<file path="src/rtl/timer_keypad_ctrl_if.sv">
// Keypad-side bundle for timer_keypad_ctrl: key inputs plus the encoded
// digit, load strobe, digit register, divided tick and error flag.
// The master modport is the keypad/timer side; the slave modport is the controller.
interface timer_keypad_ctrl_if #(
    parameter int NUM_KEYS   = 10,
    parameter int DIGIT_W    = 4,
    parameter int NUM_DIGITS = 4
);
    logic                                  enablen;
    logic [NUM_KEYS-1:0]                   teclado;
    logic [DIGIT_W-1:0]                    D;
    logic                                  loadn;
    logic [NUM_DIGITS*DIGIT_W-1:0]         digits;
    logic [$clog2(NUM_DIGITS+1)-1:0]       digit_count;
    logic                                  pgt_1Hz;
    logic                                  key_err;

    modport master (
        output enablen, teclado,
        input  D, loadn, digits, digit_count, pgt_1Hz, key_err
    );

    modport slave (
        input  enablen, teclado,
        output D, loadn, digits, digit_count, pgt_1Hz, key_err
    );
endinterface

</file>
<file path="src/rtl/timer_keypad_ctrl.sv">
// Keypad front end for the microwave timer: debounces a one-hot keypad,
// encodes each accepted key, pulses loadn once per press, shifts the digit
// into an MM:SS entry register and divides the clock down to pgt_1Hz.
// Optional build macro MULTIKEY_REJECT_EN: vectors with more than one key
// set are rejected with a one-cycle key_err pulse instead of being encoded.
module timer_keypad_ctrl #(
    parameter int NUM_KEYS        = 10,
    parameter int DIGIT_W         = 4,
    parameter int NUM_DIGITS      = 4,
    parameter int DEBOUNCE_CYCLES = 4,
    parameter int CLK_DIV         = 100
) (
    input  logic                clock,
    input  logic                clearn,
    timer_keypad_ctrl_if.slave  kp
);

    localparam int DBC_W = (DEBOUNCE_CYCLES > 1) ? $clog2(DEBOUNCE_CYCLES) : 1;
    localparam int DIV_W = $clog2(CLK_DIV);
    localparam int CNT_W = $clog2(NUM_DIGITS + 1);
    localparam int REG_W = NUM_DIGITS * DIGIT_W;

    generate
        if (NUM_KEYS > 2**DIGIT_W) begin : g_chk_keys
            $error("NUM_KEYS does not fit in DIGIT_W");
        end
        if (DEBOUNCE_CYCLES < 1) begin : g_chk_dbc
            $error("DEBOUNCE_CYCLES must be at least 1");
        end
        if ((CLK_DIV < 2) || (CLK_DIV % 2 != 0)) begin : g_chk_div
            $error("CLK_DIV must be even and at least 2");
        end
    endgenerate

    typedef enum logic [1:0] {IDLE, DEBOUNCE, EMIT, HOLD} state_t;

    state_t              state, state_nxt;
    logic [NUM_KEYS-1:0] cap, cap_nxt;
    logic [DBC_W-1:0]    dbc, dbc_nxt;
    logic                emit;
    logic                err_set;
    logic                multi_hit;
    logic [DIV_W-1:0]    div_cnt, div_nxt;

    // Lowest set key index wins, so a multi-key vector still encodes cleanly.
    function automatic logic [DIGIT_W-1:0] encode(input logic [NUM_KEYS-1:0] v);
        logic [DIGIT_W-1:0] code;
        code = '0;
        for (int i = NUM_KEYS - 1; i >= 0; i--) begin
            if (v[i]) code = DIGIT_W'(i);
        end
        return code;
    endfunction

`ifdef MULTIKEY_REJECT_EN
    // Clearing the lowest set bit leaves something only if two or more were set.
    function automatic logic multi_key(input logic [NUM_KEYS-1:0] v);
        return |(v & (v - NUM_KEYS'(1)));
    endfunction

    assign multi_hit = multi_key(kp.teclado);
`else
    assign multi_hit = 1'b0;
`endif

    // FSM state, captured vector and debounce counter.
    always_ff @(posedge clock) begin
        if (!clearn) begin
            state <= IDLE;
            cap   <= '0;
            dbc   <= '0;
        end else begin
            state <= state_nxt;
            cap   <= cap_nxt;
            dbc   <= dbc_nxt;
        end
    end

    // Next-state logic; a disabled keypad drops straight back to IDLE from anywhere.
    always_comb begin
        state_nxt = state;
        cap_nxt   = cap;
        dbc_nxt   = dbc;
        emit      = 1'b0;
        err_set   = 1'b0;
        if (kp.enablen) begin
            state_nxt = IDLE;
        end else begin
            case (state)
                IDLE: begin
                    if (kp.teclado != '0) begin
                        if (multi_hit) begin
                            err_set   = 1'b1;
                            state_nxt = HOLD;
                        end else begin
                            cap_nxt   = kp.teclado;
                            dbc_nxt   = '0;
                            state_nxt = DEBOUNCE;
                        end
                    end
                end
                DEBOUNCE: begin
                    if (multi_hit) begin
                        err_set   = 1'b1;
                        state_nxt = HOLD;
                    end else if (kp.teclado != cap) begin
                        state_nxt = IDLE;
                    end else if (dbc == DBC_W'(DEBOUNCE_CYCLES - 1)) begin
                        state_nxt = EMIT;
                    end else begin
                        dbc_nxt = dbc + 1'b1;
                    end
                end
                EMIT: begin
                    emit      = 1'b1;
                    state_nxt = HOLD;
                end
                HOLD: begin
                    if (kp.teclado == '0) state_nxt = IDLE;
                end
                default: state_nxt = IDLE;
            endcase
        end
    end

    // Registered key outputs: strobe, digit code and the entered-digit shift register.
    always_ff @(posedge clock) begin
        if (!clearn) begin
            kp.loadn       <= 1'b1;
            kp.D           <= '0;
            kp.digits      <= '0;
            kp.digit_count <= '0;
        end else begin
            kp.loadn <= ~emit;
            if (emit) begin
                kp.D      <= encode(cap);
                kp.digits <= (kp.digits << DIGIT_W) | REG_W'(encode(cap));
                if (kp.digit_count != CNT_W'(NUM_DIGITS)) begin
                    kp.digit_count <= kp.digit_count + 1'b1;
                end
            end
        end
    end

    // Rejection flag; err_set is constant low unless multi-key rejection is built in.
    always_ff @(posedge clock) begin
        if (!clearn) begin
            kp.key_err <= 1'b0;
        end else begin
            kp.key_err <= err_set;
        end
    end

    assign div_nxt = (div_cnt == DIV_W'(CLK_DIV - 1)) ? '0 : div_cnt + 1'b1;

    // Free-running divider; pgt_1Hz follows the upper half of the count.
    always_ff @(posedge clock) begin
        if (!clearn) begin
            div_cnt    <= '0;
            kp.pgt_1Hz <= 1'b0;
        end else begin
            div_cnt    <= div_nxt;
            kp.pgt_1Hz <= (div_nxt >= DIV_W'(CLK_DIV / 2));
        end
    end

endmodule
</file>
<file path="src/flat_wrapper.sv">
// flat-port wrapper written by rule: the top's interface ports become plain ports
module timer_keypad_ctrl_flat 
#(
    parameter int NUM_KEYS        = 10,
    parameter int DIGIT_W         = 4,
    parameter int NUM_DIGITS      = 4,
    parameter int DEBOUNCE_CYCLES = 4,
    parameter int CLK_DIV         = 100
)
  (clock, clearn, kp_enablen, kp_teclado, kp_D, kp_loadn, kp_digits, kp_digit_count, kp_pgt_1Hz, kp_key_err);
  timer_keypad_ctrl_if #(.NUM_KEYS(NUM_KEYS), .DIGIT_W(DIGIT_W), .NUM_DIGITS(NUM_DIGITS)) kp_i ();
  input  logic clock;
  input  logic clearn;
  input wire logic [$bits(kp_i.enablen)-1:0] kp_enablen;
  input wire logic [$bits(kp_i.teclado)-1:0] kp_teclado;
  output wire logic [$bits(kp_i.D)-1:0] kp_D;
  output wire logic [$bits(kp_i.loadn)-1:0] kp_loadn;
  output wire logic [$bits(kp_i.digits)-1:0] kp_digits;
  output wire logic [$bits(kp_i.digit_count)-1:0] kp_digit_count;
  output wire logic [$bits(kp_i.pgt_1Hz)-1:0] kp_pgt_1Hz;
  output wire logic [$bits(kp_i.key_err)-1:0] kp_key_err;
  assign kp_i.enablen = kp_enablen;
  assign kp_i.teclado = kp_teclado;
  assign kp_D = kp_i.D;
  assign kp_loadn = kp_i.loadn;
  assign kp_digits = kp_i.digits;
  assign kp_digit_count = kp_i.digit_count;
  assign kp_pgt_1Hz = kp_i.pgt_1Hz;
  assign kp_key_err = kp_i.key_err;
  timer_keypad_ctrl #(.NUM_KEYS(NUM_KEYS), .DIGIT_W(DIGIT_W), .NUM_DIGITS(NUM_DIGITS), .DEBOUNCE_CYCLES(DEBOUNCE_CYCLES), .CLK_DIV(CLK_DIV)) u_core (.clock(clock), .clearn(clearn), .kp(kp_i));
endmodule
</file>
<file path="config.mk">
export PLATFORM = sky130hd
export DESIGN_NAME = timer_keypad_ctrl_flat
export DESIGN_NICKNAME = d
export VERILOG_FILES = /design/src/rtl/timer_keypad_ctrl_if.sv /design/src/rtl/timer_keypad_ctrl.sv /design/src/flat_wrapper.sv
export SDC_FILE = /design/constraint.sdc
export NUM_CORES = 1
export LEC_CHECK = 0
export CAP_MARGIN = 10
export CORE_MARGIN = 3
export CORE_UTILIZATION = 50
export CTS_BUF_LIST = sky130_fd_sc_hd__clkbuf_4
export CTS_CLUSTER_SIZE = 30
export DETAILED_ROUTE_END_ITERATION = 7
export PLACE_DENSITY = 0.84
export SYNTH_ARGS = -nofsm -noshare
export SYNTH_HDL_FRONTEND = slang
export SYNTH_SLANG_ARGS = --single-unit
</file>
<file path="constraint.sdc">
create_clock -name clock -period 4.85 [get_ports clock]
set_clock_uncertainty 0.15 [all_clocks]
set_input_delay 0.485 -clock clock [delete_from_list [all_inputs] [get_ports clock]]
set_output_delay 0.485 -clock clock [all_outputs]
set_load 0.02 [all_outputs]
</file>
==> results of run 1 <==
how the worst max path moves through the flow:
| stage | from | end | slack (ns) | depth (start not counted) |
|---|---|---|---|---|
| after CTS | kp_enablen | u_core.cap[8] | 2.47 | 5 |
| final | kp_enablen | u_core.cap[8] | 2.47 | 5 |
| after global placement | kp_teclado[8] | u_core.cap[0] | 2.19 | 6 |
| after floorplan | kp_teclado[2] | u_core.cap[1] | 2.91 | 6 |
| after detailed placement | kp_enablen | u_core.cap[8] | 2.15 | 5 |
| after global routing | kp_enablen | u_core.cap[8] | 2.36 | 5 |
registers in the layout, summed over array words and instances, names as in the netlist, named ones only:
signal / cells
u_core.kp.loadn: 1
u_core.dbc: 2
u_core.kp.pgt_1Hz: 1
u_core.cap: 10
u_core.state: 1
u_core.kp.digit_count: 3
u_core.div_cnt: 7
u_core.kp.digits: 16
layout by cell type, fill, tap and decap left out, drive strengths merged, types with 2 or more instances in the layout:
cell / Yosys / final
a21boi: 16 / 16
or4: 2 / 2
dfxtp: 42 / 42
nor3: 4 / 4
xor2: 2 / 2
and2: 3 / 3
nor3b: 2 / 2
o21a: 2 / 2
ha: 5 / 5
nand3: 8 / 8
a21oi: 6 / 6
nor4: 3 / 3
nand2: 35 / 35
clkdlybuf4s50: 0 / 37
bufinv: 0 / 2
mux2i: 9 / 9
inv: 7 / 7
o21ai: 4 / 4
or3: 3 / 3
nand4: 2 / 2
clkbuf: 8 / 5
nor2: 16 / 16
nor2b: 12 / 12
a31oi: 2 / 2
o41ai: 2 / 2
nand2b: 2 / 2
xnor2: 14 / 14
cells by family after synthesis:
group                      Yosys count  synth area share (%)
AOI/OAI and AO/OA                   38                 13.59
xor gates and xnor gates            16                 6.983
adders and majority gates            5                 3.117
buffers and inverters               21                 5.237
DFF                                 42                 41.90
muxes                                9                 4.489
other                                1                0.1869
and+or+nand+nor                     96                 24.50
layout make-up:
| type | count | area share (%) |
|---|---|---|
| Timing Repair Buffer | 37 | 15.03 |
| Clock inverter | 3 | 2.589 |
| Sequential cell | 42 | 34.11 |
| Multi-Input combinational cell | 165 | 43.25 |
| Inverter | 7 | 1.066 |
| Clock buffer | 5 | 1.523 |
| Tap cell | 48 | 2.437 |
metrics by stage:
step	area, um2	power (W)	instances	util (%)
after detailed placement	2364	0.0004375	299	62.67
after global placement	2364	0.0004358	299	62.67
after floorplan	2007	0.0004152	228	-
after global routing	2465	0.0007342	307	65.36
final	2465	0.0006997	307	65.36
after CTS	2465	0.0007068	307	65.36
per-layer routing:
metal	wire length (um)	vias up	share of wire [%]	global-route usage (%)
met5	0	-	0	0
met1	1712	747	45	19.66
met3	202	7	5.3	4.928
li1	-	833	-	-
met4	63	0	1.7	5.857
met2	1816	41	48	28.28
worst register-to-register path, stage by stage, from the launching register on:
cell and delay (ns):
dfxtp_1 0.39, nor3_1 0.30, nor2b_1 0.86, mux2i_1 0.30
nor2b_1 0.07
power groups by stage:
| stage | combinational, W | clock (W) | sequential [W] |
|---|---|---|---|
| after floorplan | 0.0000474 | 0 | 0.000368 |
| after global placement | 0.0000645 | 0 | 0.000371 |
| after detailed placement | 0.0000659 | 0 | 0.000372 |
| after CTS | 0.0000665 | 0.000276 | 0.000364 |
| after global routing | 0.0000739 | 0.000294 | 0.000366 |
| final | 0.0000662 | 0.000270 | 0.000364 |
==> metrics.cfg, run 1 <==
[outcome]
status=completed

[power]
power_per_cell_area_nw_per_um2=283.9
switching_share_pct=22.02
p_int_w=0.0005456
p_clk_share_pct=38.5
p_seq_share_pct=52.0
vdd_ir_drop_max_mv=0.1944
p_leak_nw=0.8576
p_switching_w=0.0001541
pwr-share-comb_pct=9.5

[sta]
setup_violations=0
worst_slack_ns=2.474
timing.final.crit_share_pct=48.99
tightestPinTransition_ns=1.028
slew_violations=0
max_freq_ghz=0.4209
hold_violations=0
relSlewSlack_pct=31.32
rsz0062_at_grt=no
hold-worst-slack_ns=0.3230
setup_tns_ns=0
period_minus_slack_ns=2.376

[clocking]
post_cts_resized=0
cts_sinks=42
cts_buffer_depth=2
clk_pin_slew_worst_paths_ns=0.13
cts_setup_buffers=0
cts_hold_buf=0
cts_buffers=5
cts_tree=done
h-tree-depth=2
cts_root_buf=clkbuf_4
clock_latency_ns=0.36

[placed_design]
gp_congestion=0.8408
io_buffers=37
place_ws_ns=2.151
dp_hpwl_um=2746

[layout]
nNetsFinal=276
multi_input_area_um2=1066
drive_gt1_share_pct=4.633
insertedDiodeCount=0
seq_area_um2=840.8
fill_cells=326
syn_to_final_growth_pct=22.82

[logic_synthesis]
synth_fp_nets=246
synth_area_leaders=dfxtp_1 42%, nand2_1 6.5%, xnor2_1 6.1%
ys_types=44
async_reset_ff_share_pct=0
yosysTopAreaCellShare_pct=41.90
synth_area_leader_cell=dfxtp_1
synth_commonest_cells=42 x dfxtp_1, 35 x nand2_1, 16 x nor2_1, 14 x xnor2_1, 13 x a21boi_0
ys_seq_area_share_pct=41.90
synth_ff_type=dfxtp_1
avgSynthCellArea_um2=8.802
synth_edf_count=0
synth_area_um2=2007
syn_inst=228
ys_ff_latch=42
yosys_warnings=0
synth.most_common_cell=dfxtp_1

[worst_setup_path]
cpPeakStageDelay_ns=0.86
required_ns=4.95
cp-end-kind=register
critPathMaxFanout=10
cp_slowest_cell=nor2b_1
r2r-start=u_core.state[0]
crit_top_cell=nor2b_1
crit_chain=clkdlybuf4s50_1 > nor3_1 > nor2b_1 > mux2i_1 > nor2b_1
worstPathArrival_ns=2.47
crit_family=simple AND/OR/NAND/NOR gates
startpoint_type=input port
worst-setup-path-type=in2reg
rrSetupSlack_ns=2.68
timing.rr.end=u_core.cap[8]
crit_buf_inv=1
r2r_cells=4

[worst_hold_path]
min_path_cells=2
min_to=u_core.kp.digits[15]
worstHoldPathType=reg2reg
holdCritStartpoint=u_core.kp.digits[15]

[job]
maxCapViolCount=0

[floorplanning]
initial_core_util_pct=53.22
die_h_um=69.36
die-area_um2=4810
die_x_um=69.36
num_rows=22
io-pin-count=39
core-area_um2=3771

[routing]
postRouteAntennaNets=0
first_pass_iters=4
drt_iter0_drc=94
vias=1628
drc=0
wl_per_cell_um=12.36
avgViaCountPerCell=5.303
routed_wirelength_um=3795

[global_routing]
grt_max_degree=36
grt_pass1_wl_um=6568
antenna_found_initial=0
grt_use_total_pct=16.58
gr-total-overflow=0
grt_pass1_vias=1513

(Power assumes the default switching activity.)
==> run 2: changes to the inputs <==
Clock period 4.85 ns to 2.3 ns, I/O delays scaled along.
==> run 2 against run 1 <==
Sequential share of layout area decreased by 0.75 points; final area increased by 2.2%; via count up 3.6%; die area did not move; wire length increased by 8.8%; clock power is 40% higher; combinational power is 140% higher; total power increased by 86%; setup slack got worse by 2.3 ns; global-route usage grew 1.4 points.
==> metrics.cfg, run 2 (synthesis results as in run 1) <==
[outcome]
status=completed

[layout]
largest_register=u_core.kp.digits
layout_commonest_cell=dfxtp_1
syn_to_final_growth_pct=25.56
fin_area_um2=2520
nNetsFinal=289
drive_gt1_share_pct=9.559
insertedDiodeCount=0
final_cell_mix=42 x dfxtp_1, 37 x clkdlybuf4s50_1, 35 x nand2_1
largest_register_ffs=16
reg_top3=u_core.kp.digits x16, u_core.cap x10, u_core.div_cnt x7

[placed_design]
place_area_um2=2461
io_buffers=37
gp_congestion=0.9105
dp_hpwl_um=3078

[routing]
postRouteAntennaNets=0
drc=0
wl_per_cell_um=12.91
vias=1686
avgViaCountPerCell=5.269
drt_iter0_drc=117
routed_wirelength_um=4130
first_pass_iters=4

[clocking]
cts_root_buf=clkbuf_4
cts_hold_buf=0
clock_latency_ns=0.36
cts_buffers=5
h-tree-depth=2
cts_sinks=42
cts_buffer_depth=2
post_cts_resized=0
cts_setup_buffers=0
clk_pin_slew_worst_paths_ns=0.13
cts_tree=done

[power]
p_seq_share_pct=59.0
power_w=0.001303
p_int_w=0.0009595
vdd_ir_drop_max_mv=0.3199
pwr-share-comb_pct=12.0
p_clk_share_pct=29.0
p_leak_nw=0.9024
p_switching_w=0.0003432
switching_share_pct=26.34
power_per_cell_area_nw_per_um2=516.9

[sta]
slew_violations=0
max_freq_ghz=0.4708
tightestPinTransition_ns=1.019
setup_violations=0
hold_violations=0
timing.final.crit_share_pct=92.35
period_minus_slack_ns=2.124
relSlewSlack_pct=31.92
rsz0062_at_grt=no
setup_tns_ns=0
hold-worst-slack_ns=0.3239

[global_routing]
grt_pass1_wl_um=7100
grt_max_degree=19
grt_use_total_pct=17.94
gr-total-overflow=0
antenna_found_initial=0
grt_pass1_vias=1588

[worst_setup_path]
worstPathArrival_ns=2.22
worst-setup-path-type=reg2reg
critPathMaxFanout=10
cp-startpoint=u_core.state[0]
required_ns=2.40
r2r-start=u_core.state[0]
startpoint_type=register
cp-end-kind=register

[floorplanning]
die-area_um2=4810
die_h_um=69.36
die_x_um=69.36
num_rows=22
io-pin-count=39
initial_core_util_pct=53.22
core-area_um2=3771

[worst_hold_path]
holdCritStartpoint=u_core.kp.digits[15]
worstHoldPathType=reg2reg

[job]
maxCapViolCount=0

==> run 2: changes by cell type in the layout (fill, tap and decap cells not counted) <==
cell       previous run  this run
bufinv_16             2         0
clkinv_4              0         1
clkinv_2              0         1
clkbuf_4              5         6
clkinv_1              1         0
buf_4                 0        13
==> run 2: routing by layer <==
metal | routed length, um | track usage (%) | vias to the layer above
li1 | - | - | 860
met1 | 1894 | 22.62 | 772
met2 | 1954 | 28.28 | 48
met3 | 230 | 5.797 | 6
met4 | 50 | 7.158 | 0
met5 | 0 | 0 | -
==> run 2: layout make-up <==
class	count	area (um2)
Multi-Input combinational cell	165	1066
Fill cell	339	1251
Tap cell	48	60.06
Clock buffer	6	45.04
Clock inverter	2	13.76
Inverter	7	26.28
Timing Repair Buffer	50	467.9
Sequential cell	42	840.8
==> run 2: power groups by stage <==
stage	Combinational [W]	Clock, W	Sequential [W]
final	0.000156	0.000378	0.000769
after global placement	0.000150	0	0.000783
after CTS	0.000156	0.000395	0.000768
after floorplan	0.000100	0	0.000776
after detailed placement	0.000155	0	0.000785
after global routing	0.000171	0.000429	0.000772
==> run 2: critical path, stage by stage, from the launching register on <==
cell and delay [ns]:
dfxtp_1 0.40, nor3_1 0.27, nor2b_1 0.85, mux2i_1 0.28, nor2b_1 0.06
==> run 2: final timing paths <==
path / end / slack (ns) / cells after the start
worst max-delay path: u_core.cap[6] / 0.18 / 4
worst min-delay path: u_core.kp.digits[15] / 0.32 / 2
worst max register to register: u_core.cap[6] / 0.18 / 4
worst min register to register: u_core.kp.digits[15] / 0.32 / 2
==> run 2: through the flow <==
stage                     worst slack (ns)  instances  util [%]
after floorplan                     0.6090        228         -
after global placement            -0.04445        312     65.26
after detailed placement           -0.1047        312     65.26
after CTS                           0.1626        320     66.82
after global routing               0.07266        320     66.82
final                               0.1758        320     66.82
==> variant, RTL diff (flow settings as in run 2) <==
`CLK_DIV` is set to 100 in 2 places; all go to 50.
--- a/src/rtl/timer_keypad_ctrl.sv
+++ b/src/rtl/timer_keypad_ctrl.sv
@@ -9,5 +9,5 @@
     parameter int NUM_DIGITS      = 4,
     parameter int DEBOUNCE_CYCLES = 4,
-    parameter int CLK_DIV         = 100
+    parameter int CLK_DIV         = 50
 ) (
     input  logic                clock,
--- a/src/flat_wrapper.sv
+++ b/src/flat_wrapper.sv
@@ -6,5 +6,5 @@
     parameter int NUM_DIGITS      = 4,
     parameter int DEBOUNCE_CYCLES = 4,
-    parameter int CLK_DIV         = 100
+    parameter int CLK_DIV         = 50
 )
   (clock, clearn, kp_enablen, kp_teclado, kp_D, kp_loadn, kp_digits, kp_digit_count, kp_pgt_1Hz, kp_key_err);
Function: same outputs for any inputs over 10 cycles, from zero or initial values; that may be too few to reach the edited logic, so the function may still have changed.
==> variant against run 2 <==
Total power fell by 3.7%; register-to-register slack improved by 0.17 ns; sequential share of layout area rose by 0.052 points; routed wire length fell by 3.5%; synthesized cell count fell by 3.1%; final area fell by 2.5%; area after synthesis fell by 2.4%; sequential cell count fell by 1; setup slack improved by 0.087 ns; highest routed layer unchanged.
==> variant: results (changes against run 2) <==
status=finished, final reports clean; CTS root buf=clkbuf_4; starting DRC count in detailed routing=96 (-18%); Async S/R FF share, synth=0% (unchanged); Synth warnings=0 (unchanged); gpl congestion=0.9035 (-0.77%); met2 WL=1931 microns (-1.2%); syn avg cell area=8.866 sq um (+0.72%); leak pwr=0.9206 nW (+2.0%); share of cells above drive strength 1=8.333% (-1.2 points); Synth area leaders=dfxtp_1 42%, mux2i_1 6.1%, nand2_1 5.7%, a21boi_0 4.6%, xor2_1 4.5%; Cell Area, Placed=2396 sq um (-2.6%); Clk pin slew, worst setup/hold paths=0.12 ns; placed cells=304 (-2.6%); Global Route Usage Sum=19.39% (+1.4 points); Routed wire per std cell=12.77 microns (-1.1%); Peak supply drop=413.1 uV (+29%); Top Family by Delay on Critical Path=simple AND/OR/NAND/NOR gates; Logic pwr share=10.9% (-1.1 points); Largest stage delay, worst path=0.77 ns (-0.08 ns); ANT nets after route=0 (unchanged); largest net degree at the start of global routing=35 (+16); Port Buffers=37 (unchanged); hpwl dp=3027 microns (-1.6%); register area share after synthesis=41.89% (about the same); Total Nets Final=281 (-2.8%); FF/Latch Area=820.8 sq um (-2.4%); slowest library cell on the worst path=nor4b_4; synth unique cells=40 (-9.1%); dpl ws=-0.1136 ns (-0.008891 ns); crit-path max FO=12 (+2); postcts setup bufs=0 (unchanged); Net Sw Frac=25.73% (-0.62 points); initial antenna violation count=0 (unchanged); clock-net power=0.369 mW (-2%); Post-Syn Nets=239 (-2.8%); vias in the first global route=1,573 (-0.94%); fillers=308 (-9.1%); commonest cells in the netlist=41 x dfxtp_1, 30 x nand2_1, 19 x nor2_1; Routed met3 length=225 microns (-2.2%); fin cells=312 (-2.5%); first-pass GRT wire length=6789 microns (-4.4%); ant diodes=0 (unchanged); net load switching power=0.3229 mW (-5.9%); routed metal-1 wirelength=1753 microns (-7.4%); DR vias/cell=5.272 (about the same); worst rel slew slack=38.93% (+7.0 points); ys flop type=dfxtp_1; Crit path arrival time=2.14 ns (-0.08 ns); DR top layer=met4; registers with the most flip-flops=u_core.kp.digits x16, u_core.cap x10, u_core.div_cnt x6
-- variant: cell types whose count changed in the layout (fill, tap and decap cells not counted), sizes merged, moves of 3 or more --
cell / before / now
a21boi: 16 / 12
mux2i: 9 / 12
nand2: 35 / 30
nor2: 16 / 19
nor3: 4 / 1
xnor2: 14 / 5
xor2: 2 / 10
-- variant: routing by layer --
layer	up-vias	track usage (%)
li1	833	-
met1	754	21.98
met2	48	33.13
met3	10	5.673
met4	0	9.181
met5	-	0
-- variant: path summary, 6_finish.rpt --
check                             from              endpoint  slack (ns)  depth (start not counted)
setup / recovery         kp_teclado[2]         u_core.dbc[1]        0.26                          6
hold / removal    u_core.kp.digits[15]  u_core.kp.digits[15]        0.32                          2
setup reg to reg             flip-flop         u_core.dbc[1]        0.35                          3
hold reg to reg   u_core.kp.digits[15]  u_core.kp.digits[15]        0.32                          2
-- variant: kinds of logic (layout without fill, tap and decap cells) --
| group | count (synthesis) | count (layout) | share of synthesized area, % |
|---|---|---|---|
| other | 1 | 1 | 0.1914 |
| XOR/XNOR | 15 | 15 | 6.705 |
| adder cells (fa/ha/maj) | 5 | 5 | 3.193 |
| flip-flops | 41 | 41 | 41.89 |
| multiplexers | 12 | 12 | 6.131 |
| AO/OA/AOI/OAI | 38 | 38 | 13.47 |
| buffers and inverters | 21 | 64 | 5.620 |
| AND/OR/NAND/NOR | 88 | 88 | 22.80 |
-- variant: layout make-up --
| type | instances | share of cell area (%) |
|---|---|---|
| well taps | 48 | 2.445 |
| flip-flops and latches | 41 | 33.42 |
| repair buffers | 49 | 18.75 |
| clock inverters | 2 | 0.6113 |
| inverters | 7 | 1.070 |
| multi-input cells | 159 | 41.87 |
| clock buffers | 6 | 1.834 |
